<file path="src/rtl/busca_binaria.sv">
// Binary-search controller: drives candidate `a` into an external magnitude
// comparator and narrows [lo, hi] from its flags until equality is found.
module busca_binaria #(
    parameter int WIDTH = 4
) (
    input  logic                         clk,
    input  logic                         rst,
    input  logic                         start,
    input  logic                         aeqb,
    input  logic                         agtb,
    input  logic                         altb,
    output logic [WIDTH-1:0]             a,
    output logic                         busy,
    output logic                         done,
    output logic                         found,
    output logic                         err,
    output logic [WIDTH-1:0]             result,
    output logic [$clog2(WIDTH+2)-1:0]   probes,
    output logic [1:0]                   state_dbg
);

    localparam int PW = $clog2(WIDTH+2);
    localparam logic [WIDTH:0] ONE     = {{WIDTH{1'b0}}, 1'b1};
    localparam logic [WIDTH:0] ALL_ONE = {(WIDTH+1){1'b1}};
    localparam logic [WIDTH:0] HI_INIT = {1'b0, {WIDTH{1'b1}}};

    typedef enum logic [1:0] {
        IDLE  = 2'd0,
        PROBE = 2'd1,
        DONE  = 2'd2
    } state_t;

    state_t            state, nxt_state;
    logic [WIDTH:0]    lo, hi, nxt_lo, nxt_hi;
    logic [WIDTH:0]    cand, hi_dec, lo_inc;
    logic [PW-1:0]     nxt_probes;
    logic              nxt_found, nxt_err;
    logic [WIDTH-1:0]  nxt_result;

    // lo <= 2^WIDTH and hi <= 2^WIDTH-1, so lo+hi never overflows WIDTH+1 bits.
    assign cand   = (state == PROBE) ? ((lo + hi) >> 1) : '0;
    assign a      = cand[WIDTH-1:0];
    assign hi_dec = cand - ONE;
    assign lo_inc = cand + ONE;

    assign busy      = (state == PROBE);
    assign done      = (state == DONE);
    assign state_dbg = state;

    always_ff @(posedge clk or posedge rst) begin
        if (rst) begin
            state  <= IDLE;
            lo     <= '0;
            hi     <= '0;
            probes <= '0;
            found  <= 1'b0;
            err    <= 1'b0;
            result <= '0;
        end else begin
            state  <= nxt_state;
            lo     <= nxt_lo;
            hi     <= nxt_hi;
            probes <= nxt_probes;
            found  <= nxt_found;
            err    <= nxt_err;
            result <= nxt_result;
        end
    end

    always_comb begin
        nxt_state  = state;
        nxt_lo     = lo;
        nxt_hi     = hi;
        nxt_probes = probes;
        nxt_found  = found;
        nxt_err    = err;
        nxt_result = result;
        case (state)
            IDLE: begin
                if (start) begin
                    nxt_lo     = '0;
                    nxt_hi     = HI_INIT;
                    nxt_probes = '0;
                    nxt_found  = 1'b0;
                    nxt_err    = 1'b0;
                    nxt_result = '0;
                    nxt_state  = PROBE;
                end
            end
            PROBE: begin
                nxt_probes = probes + PW'(1);
                case ({aeqb, agtb, altb})
                    3'b100: begin
                        nxt_result = a;
                        nxt_found  = 1'b1;
                        nxt_state  = DONE;
                    end
                    3'b010: begin
                        nxt_hi = hi_dec;
                        // hi_dec of all ones means a was 0: nothing left below it
                        if (hi_dec == ALL_ONE || lo > hi_dec) nxt_state = DONE;
                    end
                    3'b001: begin
                        nxt_lo = lo_inc;
                        if (lo_inc > hi) nxt_state = DONE;
                    end
                    default: begin
                        nxt_err   = 1'b1;
                        nxt_found = 1'b0;
                        nxt_state = DONE;
                    end
                endcase
            end
            DONE:    nxt_state = IDLE;
            default: nxt_state = IDLE;
        endcase
    end

endmodule

</file>
<file path="config.mk">
export PLATFORM = sky130hd
export DESIGN_NAME = busca_binaria
export DESIGN_NICKNAME = d
export VERILOG_FILES = /design/src/rtl/busca_binaria.sv
export SDC_FILE = /design/constraint.sdc
export NUM_CORES = 1
export LEC_CHECK = 0
export CELL_PAD_IN_SITES_DETAIL_PLACEMENT = 2
export CELL_PAD_IN_SITES_GLOBAL_PLACEMENT = 2
export CORE_UTILIZATION = 32
export DETAILED_ROUTE_END_ITERATION = 7
export PLACE_DENSITY = 0.81
export RECOVER_POWER = 100
export SLEW_MARGIN = 15
export SYNTH_ARGS = -nofsm -noshare
export SYNTH_HDL_FRONTEND = slang
export SYNTH_SLANG_ARGS = --single-unit
</file>
<file path="constraint.sdc">
create_clock -name clk -period 3.55 [get_ports clk]
set_input_delay 0.355 -clock clk [delete_from_list [all_inputs] [get_ports clk]]
set_output_delay 0.355 -clock clk [all_outputs]
set_load 0.005 [all_outputs]
</file>
* Yosys cells after proc, flatten, opt, wreduce, memory -nomap -nowiden
Index checks and enable logic that the tools add are counted.
** Word-level totals
- Flip-flop bits (word level) :: 21
- Bits of input ports :: 6
- Output and inout bits :: 17
- Word-level logic and storage cells :: 61
** Operators by class
- Add/subtract/negate cells :: 4
- Order comparisons :: 2
- Equality and inequality tests :: 14
- Mux-type cells :: 22
- Reductions and logical operators :: 12
** Operators with widths (count)
- $mux W5 :: 4
- $pmux W5 S2 :: 2
- $reduce_and A3 Y1 :: 6
- $mux W4 :: 3
- $gt A5 B5 Y1 :: 2
- $pmux W2 S2 :: 2
- $pmux W4 S2 :: 1
- $mux W2 :: 3
- $ne A2 B1 Y1 const B :: 3
- $ne A2 B2 Y1 const B :: 3
- $ne A3 B3 Y1 const B :: 2
- $pmux W1 S2 :: 3
- $pmux W3 S2 :: 1
- $add A4 B1 Y5 const B :: 1
- $add A5 B5 Y5 :: 1
- $eq A5 B5 Y1 const B :: 1
- $sub A4 B1 Y5 const B :: 1
- $add A3 B1 Y3 const B :: 1
- $eq A3 B1 Y1 const B :: 1
- $eq A3 B2 Y1 const B :: 1
- $eq A3 B3 Y1 const B :: 1
- $mux W3 :: 1
- $reduce_or A3 Y1 :: 1
- $eq A2 B1 Y1 const B :: 1
- 7 further kinds :: 8

* Depth between registers and ports, before layout
Gate-level depths: netlist (run 1).
- Depth after elaboration :: 8
- Gate-level depth with buffers :: 14
- Mapped depth without buffers :: 14

* Worst setup path after synthesis (run 1)
No wires, ideal clock.
- Path kind :: register to register
- Start point :: register hi[0]
- End point :: register state[1] (netlist: state_dbg[1])
- Library setup time :: 121 ps
- Arrival time :: 2713 ps
- Data required time :: 3429 ps
- Slack :: 716 ps
- Stages on the path, launching flop included :: 15
- Path buffers :: 0
- Clock period less this slack :: 2834 ps
- Cell sequence :: dfrtp_1 > and2_1 > fa_1 > a21o_1 > a21oi_2 > xnor2_1 > o21ai_0 > nand2_1 > ha_1 > nand4_1 > a21oi_1 > o31ai_1 > a41oi_1 > o311ai_2 > and4b_1
** Between the ends
- Longest elaborated chain between the ends :: 7
- Elaborated cells between the ends (all ways) :: 11
- Those cells by class :: add/sub (3); order compare (2); eq/ne (3); mux (1); reduce/logical (2)
** Ends and longest elaborated chain
- start, declared :: RTL line 34 : logic [WIDTH:0] lo, hi, nxt_lo, nxt_hi;
- start signal, assigned :: RTL line 62 : hi <= nxt_hi;
- $add A5 B5 Y5 :: RTL line 41 : assign cand = (state == PROBE) ? ((lo + hi) >> 1) : '0;
- $mux W4 :: RTL line 41
- $sub A4 B1 Y5 :: RTL line 43 : assign hi_dec = cand - ONE;
- $gt A5 B5 Y1 or $eq A5 B5 Y1 (tied branches) :: RTL line 101 : if (hi_dec == ALL_ONE || lo > hi_dec) nxt_state = DONE;
- $logic_or A1 B1 Y1 :: RTL line 101
- $ne A3 B3 Y1 (no source line)
- $reduce_and A3 Y1 (no source line) (*)
- end signal, assigned :: RTL line 60 : state <= nxt_state;
- end, declared :: RTL line 33 : state_t state, nxt_state;
Every way passes the cells marked *; elsewhere a longest branch is shown, timed or not.
A chain may end at the register's enable or synchronous reset.

* Worst setup path after layout (run 1)
Ends and elaborated chain as after synthesis.

==> metrics, run 1 <==
Post-DP Area=0.001697 mm²; GRT Resource Usage Total=21.49%; Clock Tree Buf Depth=2; gate count of the mapped netlist=153; die area=0.004692 mm²; Post-DP HPWL=3343 µm; crit share post-route=95.57%; post-CTS setup buffers=0; Setup CP Type=reg2reg; Post-synth EDFFs=0; leading area contributor after synthesis=dfrtp_1; Ant. Diodes=0; CTS Hold Bufs=0; # rows=23; Ports=23; die width=68.50 µm; clk_lat worst skew=0.27 ns; syn avg cell area=9.249 µm²; Slew HR=41.39%; synth top area cells=dfrtp_1, ha_1, o21ai_0, nand2_1, xor2_1; Mapped Area=0.001415 mm²; CTS sink cnt=21; cell with the most instances after synthesis=dfrtp_1; Yosys warning count=0; vias in the first global route=1,388; # nets final=201; Async SR Flop Fraction=100.0%; detailed router's first-iteration violation count=32; Antenna Violating Nets Remaining=0; fillers=468; crit path DAT=3.56 ns; register area share after synthesis=37.14%; largest net degree at the start of global routing=22; core area=0.004115 mm²; Hold EP=result[0]; vias per inst=5.579; worst setup margin=0.1572 ns; first-pass GRT wire length=7093 µm; post_cts resized=0; Top FF cell, synth=dfrtp_1; Starting Density=34.39%; Clock transition at path regs=0.09 ns; R2R depth=11; CTS root buffer=clkbuf_8; Finish-stage setup viols=0; Hold WC Path Type=reg2reg; Worst R2R Start=hi[0]; GR Overflow Total=0; Worst Hold Slack=0.4838 ns; post-synthesis register bit count=21; Vias=1,272; Fin. Hold Viols=0; Commonest cells post-synth=dfrtp_1, nand2_1, o21ai_0, ha_1, inv_1; antenna violations before repair=0; hold_sp=result[0]; Area growth, synth to finish=22.28%; CTS tree=yes; final instance area=0.001730 mm²; IO buf count=22; CP endpoint kind=register; share of the synthesized area in the top cell type=37.14%; die height=68.50 µm; Hold Crit Depth=2; Max-Cap Viols=0; slew at the pin with the worst max-slew slack=0.8782 ns; status=finished clean; WL/cell=18.99 µm; Crit Path Max Fanout=5; ratio of cells with drive above 1 in the final layout=5.618%; RSZ-0062 raised after global routing=false; Final Non-Filler Cells=228; htree depth=1; Static Leakage=0.8479 nW; synthesized net count=175; min cycle time layout=3.393 ns; GP Congestion=0.7929; WP data required=3.71 ns; drt drc=0; R2R setup slack=0.16 ns; setup_tns=0 ns; clock skew=0.002400 ns; Worst VDD drop=344.6 µV; DRT Wirelength=4329 µm; drt first pass iters=4; Fmax achieved=294.7 MHz; Startpoint Class=register; Place WS=0.2928 ns; PD cells=907.1 mW/mm²; CTS Buf Count=3; fin. max-slew vios=0; FF-to-FF End=state_dbg[1]; Placed Cells=224; number of distinct library cells after synthesis=37
==> layout make-up <==
class / instances / area [µm²] / area share (%)
clock buffer: 3 / 41.29 / 2.386
sequential: 21 / 525.5 / 30.37
inverter: 12 / 45.04 / 2.603
clock inverter: 1 / 5.005 / 0.2892
timing repair buffer: 23 / 224.0 / 12.94
tap: 50 / 62.56 / 3.615
multi-input combinational: 118 / 827.0 / 47.79
==> per-layer routing <==
layer  GRT usage (%)  part of all wire [%]
met3           3.454                   2.4
met4           9.375                   1.3
met2           38.11                    51
met1           25.30                    45
met5               0                     0
==> power by group <==
group | internal, mW | switching [mW]
Combinational | 0.428 | 0.581
Sequential | 0.318 | 0.0738
Clock | 0.0786 | 0.0906
==> kinds of logic (layout without fill, tap and decap cells) <==
logic type                 count (synthesis)  after routing  synth area share (%)
adders and majority gates                 16             16                 14.68
buffers and inverters                     14             39                 3.801
DFF                                       21             21                 37.13
AOI/OAI and AO/OA                         35             35                 15.56
muxes                                      4              4                 3.183
and+or+nand+nor                           54             54                 20.07
xor gates and xnor gates                   9              9                 5.571
==> sequential cells by signal (all words and copies together), names as in the netlist <==
name       cells
hi             5
probes         3
err            1
lo             5
state_dbg      2
found          1
result         4
==> worst max path at each step <==
stage,start,end,slack (ns)
4_1_cts,hi[0],state_dbg[1],0.21
5_1_grt,hi[0],state_dbg[1],0.05
2_1_floorplan,hi[0],state_dbg[1],0.72
3_5_place_dp,hi[0],state_dbg[1],0.29
6_report,hi[0],state_dbg[1],0.16
3_3_place_gp,hi[0],state_dbg[1],0.42
==> cell usage in the layout (no fill, tap or decap), drive strengths merged, types with 2 or more instances in the layout <==
cell type | synthesis | routed
a21oi | 6 | 6
a32oi | 2 | 2
and2 | 5 | 5
and3 | 3 | 3
clkbuf | 1 | 4
clkdlybuf4s50 | 0 | 5
dfrtp | 21 | 21
dlygate4sd3 | 0 | 17
ha | 15 | 15
inv | 12 | 12
mux2 | 4 | 4
nand2 | 17 | 17
nand2b | 2 | 2
nand3 | 8 | 8
nand3b | 2 | 2
nand4 | 2 | 2
nor2 | 8 | 8
nor2b | 3 | 3
o21ai | 18 | 18
xnor2 | 3 | 3
xor2 | 6 | 6
==> worst max-delay path: stages, from the launching register on <==
cell      delay, ns
dfrtp_1        0.43
and2_0         0.19
fa_1           0.59
nand2_1        0.20
ha_1           0.39
ha_1           0.33
nor2b_1        0.15
o21ai_0        0.27
a32oi_1        0.12
a41oi_1        0.28
o311ai_2       0.14
and4b_1        0.20
==> through the flow <==
stage	util, %	total power, mW
global placement	41.23	1.381
floorplan	-	1.012
global route	42.05	1.720
finish	42.05	1.570
CTS	42.35	1.626
detailed placement	41.23	1.434
Power figures use the tool's default switching activity.
==> run 2, diff against run 1 <==
TNS_END_PERCENT = 100   (was not set)
==> results of run 2 <==
Same layout as run 1: the final DEF is identical, and so are final timing and power.
